**config.mk**
```make
export PLATFORM = sky130hd
export DESIGN_NAME = dsp_mac_sequencer
export DESIGN_NICKNAME = d
export VERILOG_FILES = /design/src/rtl/dsp_pkg.sv /design/src/rtl/dsp_tag_pipe.sv /design/src/rtl/dsp_mac_sequencer.sv
export SDC_FILE = /design/constraint.sdc
export NUM_CORES = 1
export LEC_CHECK = 0
export CAP_MARGIN = 20
export CORE_ASPECT_RATIO = 1.5
export CORE_MARGIN = 3
export CORE_UTILIZATION = 35
export DETAILED_ROUTE_END_ITERATION = 7
export PLACE_DENSITY = 0.81
export SLEW_MARGIN = 20
export SYNTH_ARGS = -nofsm -noshare
export SYNTH_HDL_FRONTEND = slang
export SYNTH_SLANG_ARGS = --single-unit
```
**constraint.sdc**
```tcl
create_clock -name CLK -period 1.9 [get_ports CLK]
set_input_delay 0.38 -clock CLK [delete_from_list [all_inputs] [get_ports CLK]]
set_output_delay 0.38 -clock CLK [all_outputs]
set_load 0.01 [all_outputs]
```
**src/rtl/dsp_pkg.sv**
```systemverilog
// Shared definitions for the DSP48A1 multiply-accumulate sequencer:
// opmode field encodings, FSM state codes and the pipeline tag type.
package dsp_pkg;

    localparam logic [1:0] OPX_ZERO = 2'b00;
    localparam logic [1:0] OPX_M    = 2'b01;
    localparam logic [1:0] OPZ_ZERO = 2'b00;
    localparam logic [1:0] OPZ_P    = 2'b10;

    localparam logic [7:0] OPMODE_FIRST_DEF = {4'b0000, OPZ_ZERO, OPX_M};
    localparam logic [7:0] OPMODE_ACC_DEF   = {4'b0000, OPZ_P, OPX_M};

    localparam logic [2:0] ST_IDLE    = 3'd0;
    localparam logic [2:0] ST_RUN     = 3'd1;
    localparam logic [2:0] ST_DRAIN   = 3'd2;
    localparam logic [2:0] ST_CAPTURE = 3'd3;
    localparam logic [2:0] ST_OUT     = 3'd4;

    typedef struct packed {
        logic v;
        logic first;
    } tag_t;

    localparam tag_t TAG_BUBBLE = '{v: 1'b0, first: 1'b0};

    function automatic logic [7:0] opmode_sel(input tag_t tag,
                                              input logic [7:0] op_first,
                                              input logic [7:0] op_acc);
        return tag.first ? op_first : op_acc;
    endfunction

endpackage

```
**src/rtl/dsp_tag_pipe.sv**
```systemverilog
// MAC_LAT+1 deep tag shift register that shadows the slice pipeline.
// The "first" bit is only needed up to the opmode tap, so it is not carried further.
module dsp_tag_pipe
    import dsp_pkg::*;
#(
    parameter int MAC_LAT = 2
) (
    input  logic CLK,
    input  logic RST_N,
    input  tag_t tag_in,
    output tag_t opm_tag,
    output logic cep_v,
    output logic any_valid
);

    localparam int DEPTH   = MAC_LAT + 1;
    localparam int OPM_TAP = MAC_LAT - 2;

    logic [DEPTH-1:0] v_r;
    logic [OPM_TAP:0] first_r;

    // Shift a new tag in every cycle; bubbles enter as v=0
    always_ff @(posedge CLK) begin
        if (!RST_N) begin
            v_r     <= {DEPTH{1'b0}};
            first_r <= {(OPM_TAP + 1){1'b0}};
        end else begin
            v_r        <= {v_r[DEPTH-2:0], tag_in.v};
            first_r[0] <= tag_in.first;
            for (int i = 1; i <= OPM_TAP; i++) begin
                first_r[i] <= first_r[i-1];
            end
        end
    end

    assign opm_tag   = '{v: v_r[OPM_TAP], first: first_r[OPM_TAP]};
    assign cep_v     = v_r[MAC_LAT-1];
    assign any_valid = |v_r;

endmodule

```
**src/rtl/dsp_mac_sequencer.sv**
```systemverilog
// Job-level controller running one DSP48A1 slice as a sum(A[i]*B[i]) engine.
// Operand stream bubbles are tracked with tags so the accumulator only advances on real products.
module dsp_mac_sequencer
    import dsp_pkg::*;
#(
    parameter int         LW           = 10,
    parameter int         MAC_LAT      = 2,
    parameter logic [7:0] OPMODE_FIRST = OPMODE_FIRST_DEF,
    parameter logic [7:0] OPMODE_ACC   = OPMODE_ACC_DEF
) (
    input  logic          CLK,
    input  logic          RST_N,
    input  logic          START,
    input  logic [LW-1:0] LEN,
    output logic          BUSY,
    input  logic          IN_VALID,
    output logic          IN_READY,
    input  logic [17:0]   IN_A,
    input  logic [17:0]   IN_B,
    output logic [17:0]   DSP_A,
    output logic [17:0]   DSP_B,
    output logic [7:0]    DSP_OPMODE,
    output logic          DSP_CEOPMODE,
    output logic          DSP_CEAB,
    output logic          DSP_CEP,
    output logic          DSP_RST,
    input  logic [47:0]   DSP_P,
    output logic [47:0]   RESULT,
    output logic          RESULT_VALID,
    input  logic          RESULT_READY
);

    localparam logic [LW-1:0] REM_ZERO = {LW{1'b0}};
    localparam logic [LW-1:0] REM_ONE  = {{(LW-1){1'b0}}, 1'b1};

    logic [2:0]    state_r;
    logic [LW-1:0] rem_r;
    logic          first_pending_r;
    logic          busy_r;
    logic          in_ready_r;
    logic [47:0]   result_r;
    logic          result_valid_r;
    logic [17:0]   dsp_a_r;
    logic [17:0]   dsp_b_r;
    logic [7:0]    dsp_opmode_r;
    logic          dsp_ceopmode_r;
    logic          dsp_ceab_r;
    logic          dsp_cep_r;
    logic [1:0]    rst_sh_r;

    logic xfer_s;
    tag_t tag_in_s;
    tag_t opm_tag_s;
    logic cep_v_s;
    logic any_valid_s;

    assign xfer_s = IN_VALID & in_ready_r;

    // Tag for the operand pair entering DSP_A/DSP_B this cycle
    always_comb begin
        tag_in_s = TAG_BUBBLE;
        if (xfer_s) begin
            tag_in_s.v     = 1'b1;
            tag_in_s.first = first_pending_r;
        end else begin
            tag_in_s = TAG_BUBBLE;
        end
    end

    dsp_tag_pipe #(.MAC_LAT(MAC_LAT)) u_tag_pipe (
        .CLK       (CLK),
        .RST_N     (RST_N),
        .tag_in    (tag_in_s),
        .opm_tag   (opm_tag_s),
        .cep_v     (cep_v_s),
        .any_valid (any_valid_s)
    );

    // Job FSM: command capture, operand counting, drain and result handshake
    always_ff @(posedge CLK) begin
        if (!RST_N) begin
            state_r         <= ST_IDLE;
            rem_r           <= REM_ZERO;
            first_pending_r <= 1'b0;
            busy_r          <= 1'b0;
            in_ready_r      <= 1'b0;
            result_r        <= 48'd0;
            result_valid_r  <= 1'b0;
        end else begin
            case (state_r)
                ST_IDLE: begin
                    if (START) begin
                        busy_r <= 1'b1;
                        if (LEN != REM_ZERO) begin
                            state_r         <= ST_RUN;
                            rem_r           <= LEN;
                            in_ready_r      <= 1'b1;
                            first_pending_r <= 1'b1;
                        end else begin
                            state_r        <= ST_OUT;
                            result_r       <= 48'd0;
                            result_valid_r <= 1'b1;
                        end
                    end
                end
                ST_RUN: begin
                    if (xfer_s) begin
                        rem_r           <= rem_r - REM_ONE;
                        first_pending_r <= 1'b0;
                        if (rem_r == REM_ONE) begin
                            in_ready_r <= 1'b0;
                            state_r    <= ST_DRAIN;
                        end
                    end
                end
                ST_DRAIN: begin
                    if (!any_valid_s) begin
                        state_r <= ST_CAPTURE;
                    end
                end
                ST_CAPTURE: begin
                    result_r       <= DSP_P;
                    result_valid_r <= 1'b1;
                    state_r        <= ST_OUT;
                end
                ST_OUT: begin
                    if (RESULT_READY) begin
                        result_valid_r <= 1'b0;
                        busy_r         <= 1'b0;
                        state_r        <= ST_IDLE;
                    end
                end
                default: begin
                    state_r        <= ST_IDLE;
                    busy_r         <= 1'b0;
                    in_ready_r     <= 1'b0;
                    result_valid_r <= 1'b0;
                end
            endcase
        end
    end

    // Operand registers and slice enables; opmode is loaded one stage ahead of P
    always_ff @(posedge CLK) begin
        if (!RST_N) begin
            dsp_a_r        <= 18'd0;
            dsp_b_r        <= 18'd0;
            dsp_opmode_r   <= 8'h00;
            dsp_ceopmode_r <= 1'b0;
            dsp_cep_r      <= 1'b0;
            dsp_ceab_r     <= 1'b0;
        end else begin
            if (xfer_s) begin
                dsp_a_r <= IN_A;
                dsp_b_r <= IN_B;
            end else begin
                dsp_a_r <= 18'd0;
                dsp_b_r <= 18'd0;
            end
            dsp_opmode_r   <= opmode_sel(opm_tag_s, OPMODE_FIRST, OPMODE_ACC);
            dsp_ceopmode_r <= opm_tag_s.v;
            dsp_cep_r      <= cep_v_s;
            dsp_ceab_r     <= 1'b1;
        end
    end

    // Slice reset held for the reset cycle and the one after it
    always_ff @(posedge CLK) begin
        if (!RST_N) begin
            rst_sh_r <= 2'b11;
        end else begin
            rst_sh_r <= {rst_sh_r[0], 1'b0};
        end
    end

    assign BUSY         = busy_r;
    assign IN_READY     = in_ready_r;
    assign RESULT       = result_r;
    assign RESULT_VALID = result_valid_r;
    assign DSP_A        = dsp_a_r;
    assign DSP_B        = dsp_b_r;
    assign DSP_OPMODE   = dsp_opmode_r;
    assign DSP_CEOPMODE = dsp_ceopmode_r;
    assign DSP_CEAB     = dsp_ceab_r;
    assign DSP_CEP      = dsp_cep_r;
    assign DSP_RST      = rst_sh_r[1];

endmodule

```
**After elaboration in Yosys (flattened, before gate mapping)**

Index checks and enable logic that the tools add are counted.

- Flip-flop bits (word level): 118
- Bits of input ports: 99
- Output and inout bits: 99
- Word-level logic and storage cells: 80

- Add/subtract/negate cells: 1
- Eq/ne operators: 12
- Multiplexer cells: 31
- Bitwise operators: 4
- Reduce and logical (&&, ||, !) cells: 15

Operators by type and width:

| cell | number |
|---|---|
| $mux 48 | 2 |
| $pmux 48 s2 | 1 |
| $mux 10 | 3 |
| $pmux 10 s2 | 1 |
| $mux 3 | 6 |
| $pmux 3 s5 | 1 |
| $ne 2x2->1 const B | 7 |
| $mux 1 | 11 |
| $eq 10x1->1 const B | 1 |
| $reduce_and 5->1 | 2 |
| $reduce_bool 10->1 | 1 |
| $sub 10x1->10 const B | 1 |
| $reduce_or 3->1 | 3 |
| $reduce_and 4->1 | 2 |
| $eq 3x2->1 const B | 2 |
| $pmux 1 s3 | 2 |
| $reduce_and 3->1 | 2 |
| $mux 4 | 1 |
| $pmux 1 s4 | 1 |
| $reduce_bool 2->1 | 2 |
| $eq 3x1->1 const B | 1 |
| $eq 3x3->1 const B | 1 |
| $logic_not 3->1 | 1 |
| $not 1->1 | 3 |
| other kinds (5) | 5 |

**Depth between registers and ports, before layout**

- Word-level depth: 4
- Mapped depth: 7
- Gate-level depth less buffers: 6

**By module**

From an unflattened synthesis, not the netlist that was laid out.

- Cells, all modules: 358
- Area total of the unflattened synthesis: 3880.0 µm²

By module, submodules not included:

| module | instances | cells each | area an instance (µm²) | sequential area each (µm²) |
|---|---|---|---|---|
| dsp_mac_sequencer | 1 | 347 | 3752.3 | 2162.1 |
| dsp_tag_pipe | 1 | 11 | 127.6 | 80.1 |

**Worst setup path before layout**

OpenSTA, ideal clock, no wires.

- Path kind: input port to flip-flop
- From: input port LEN[6]
- To: register result_r[27], in the netlist RESULT[27]
- Library setup time: 0.117 ns
- Arrival time: 1.662 ns
- Slack: 0.122 ns
- Stages on the path: 6
- Buffers on the path: 2
- Cell sequence: nor4_2 nand3_1 o211a_1 buf_6 buf_6 a22o_1

- Longest elaborated chain between the ends: 3

Ends and longest elaborated chain:

| item | RTL line | text |
|---|---|---|
| start, declared | dsp_mac_sequencer.sv:14 | `input logic [LW-1:0] LEN,` |
| $reduce_bool 10->1 | dsp_mac_sequencer.sv:94 | `if (LEN != REM_ZERO) begin` |
| $ne 2x2->1 (no source line) | n/a |  |
| $reduce_and 3->1 (no source line) | n/a |  |
| end signal, assigned | dsp_mac_sequencer.sv:87 | `result_r <= 48'd0;` |
| end signal, assigned | dsp_mac_sequencer.sv:101 | `result_r <= 48'd0;` |
| end signal, assigned | dsp_mac_sequencer.sv:122 | `result_r <= DSP_P;` |
| end, declared | dsp_mac_sequencer.sv:41 | `logic [47:0] result_r;` |

Every way passes these cells.
A chain may end at the register's enable or synchronous reset.

**Worst setup path in the final report**

- From: input port LEN[6]
- To: register result_r[18], in the netlist RESULT[18]

Same word-level chain as after synthesis.

==> flow_summary.ini <==
[clocking]
cts.sinks = 110
cts.path.max_buffers = 2
clkTransAtPathRegs_ns = 0.07
root_buffer = clkbuf_16
cts_buffers = 9
cts_tree = built
clkLatencyLatePin_ns = 0.34
htree_levels = 3
hold_buffers = 0

[layout]
num-nets-final = 660
drive_above_1_share_pct = 9.93
fill_cells = 894
n_antenna_cell = 0
area_growth_pct = 67.1

[synth]
netlist.area_leader.share_pct = 58.0
synth_top_area_cell = dfxtp_1
yosysWarnings = 0
synth_ff_type = dfxtp_1
ys_types = 47
yosysMostFrequentCell = dfxtp_1
synth_area_per_cell_um2 = 10.7
syn_area_um2 = 3800
synth_edf_count = 0
async_flop_share_pct = 0
ys_seq_area_share_pct = 58.0
synthTopCellsByCount = 110 x dfxtp_1, 48 x a22o_1, 40 x and2_1, 20 x a21oi_1, 18 x nand2_1
synth_cells = 354
synth-seq-cells = 110
synth_area_leaders = dfxtp_1 58%, a22o_1 11%, and2_1 6.6%, a21oi_1 2.6%, nand2_1 1.8%

[placed_design]
globalplace.congestion = 0.897
pre_cts_slack_ns = -0.450
dpl.hpwl_mm = 8.49
port_buffers = 191

[power_and_ir_drop]
pwr-share-comb_pct = 13.0
switching_share_pct = 24.1
pwr-share-clk_pct = 37.7
power_frac_seq_pct = 49.2
p_int_mw = 3.69
vdd_drop_max_mv = 0.630
leakagePower_nw = 2.46
switchingPower_mw = 1.17
cellPowerDensity_nw_per_um2 = 766

[die]
core_area_um2 = 10600
rows = 46
start_util_pct = 35.9
die-area_um2 = 12200
die_w_um = 91.1
num_io_pins = 198
die_h_um = 134

[drt]
drc = 0
first_iter_violations = 165
ant_nets = 0
postRouteWirelength_mm = 11.0
viasPerCell = 4.88
wl_per_cell_um = 15.6
num_vias = 3458
dr.pass1.iters = 4

[status]
outcome = completed

[flow_run]
maxCapViolCount = 0

[grt]
grt_max_degree = 49
grt-ovfl-total = 0
grt_pass1_wl_mm = 17.4
grtUsageTotal_pct = 17.8
first_global_vias = 3516
antenna_found_initial = 0

[critical_path]
worstRegToRegCells = 5
path_class = input pin to register
path_max_fanout = 48
end_kind = register
worstPathArrival_ns = 2.08
critPathLaunchType = input pin
cp.required_ns = 2.13

[timing]
grt_setup_unrepaired = no
drv_slew = 0
max_freq_mhz = 542
fin_crit_ns = 1.84
fin_tns_setup_ns = 0
fin_ws_ns = 0.0557
clock_skew_ns = 0.00577
period_share_pct = 97.1
final_hold_viol_count = 0
finalSetupViolCount = 0

[hold_path]
hold_class = register to register
worst_hold_path.num_cells = 1
[sequential cells by signal, summed over array words and instances, names as in the netlist]
register            count
RESULT                 48
DSP_A                  18
DSP_B                  18
rem_r                  10
state_r                 3
DSP_OPMODE              2
rst_sh_r                2
u_tag_pipe.v_r          2
BUSY                    1
DSP_CEAB                1
DSP_CEP                 1
IN_READY                1
RESULT_VALID            1
first_pending_r         1
u_tag_pipe.first_r      1
[metal layers]
layer / up-vias / wire (um) / track usage (%)
li1: 1666 / - / -
met1: 1608 / 4020 / 18.6
met2: 162 / 5800 / 31.7
met3: 22 / 884 / 5.54
met4: 0 / 316 / 9.40
met5: - / 0 / 0
[worst max-delay path, stage by stage]
cell             delay [ns]
clkdlybuf4s50_1        0.46
nor4_4                 0.36
nand3_1                0.16
o211a_1                0.26
buf_12                 0.19
a22o_1                 0.25
[per-stage QoR]
step	util [%]	hold WS, ns	instance area [um^2]	power [mW]	instances
floorplan	-	0.363	3820	2.69	359
global placement	56.7	0.374	6000	3.05	692
global route	60.0	0.403	6350	5.06	708
CTS	59.7	0.392	6320	4.91	708
finish	60.0	0.391	6350	4.86	708
detailed placement	56.7	0.371	6000	3.07	692
[logic make-up after synthesis]
group / after synthesis / share of synthesized area [%]
DFF: 110 / 58.0
and+or+nand+nor: 108 / 16.3
buffers and inverters: 36 / 4.97
adders and majority gates: 2 / 0.658
muxes: 1 / 0.263
AOI/OAI and AO/OA: 96 / 19.8
other: 1 / 0.0987
[what timing repair did]
| action | CTS | global route |
|---|---|---|
| cloned | 0 | 0 |
| gates resized for setup | 4 | 5 |
| pin swaps | 0 | 0 |
| endpoints found under the setup margin | 36 | 57 |
| buffers inserted | 0 | 0 |
[power groups by stage]
stage	sequential (mW)	combinational (mW)	clock (mW)
floorplan	2.45	0.238	0
global placement	2.44	0.603	0
detailed placement	2.45	0.619	0
CTS	2.39	0.627	1.89
global route	2.40	0.686	1.97
finish	2.39	0.635	1.84
[placed cells by master (no fill, tap or decap), types with 4 or more instances in the layout]
cell type / n
a22o_1: 48
nand2_1: 18
a21oi_1: 20
and2_1: 40
nor3_1: 7
o32ai_1: 6
clkdlybuf4s50_1: 190
inv_1: 4
dfxtp_1: 110
clkbuf_16: 9
conb_1: 6
nor2_1: 14
buf_4: 25
a31oi_1: 4
nand3_1: 4
[cell type report]
cell class	instances	area [um^2]	share of cell area, %
Timing Repair Buffer	219	2160	34.0
Sequential cell	110	2200	34.7
Multi-Input combinational cell	213	1480	23.3
Inverter	6	22.5	0.355
Clock buffer	10	239	3.76
Tap cell	144	180	2.84
Clock inverter	6	61.3	0.966
[final timing paths]
path                      start             to  slack, ns
max                      LEN[6]     RESULT[18]       0.06
max reg2reg          state_r[0]       rem_r[0]       0.14
min reg2reg  u_tag_pipe.first_r  DSP_OPMODE[3]       0.39
min          u_tag_pipe.first_r  DSP_OPMODE[3]       0.39
Note: power is estimated with default switching activity, not from simulation.
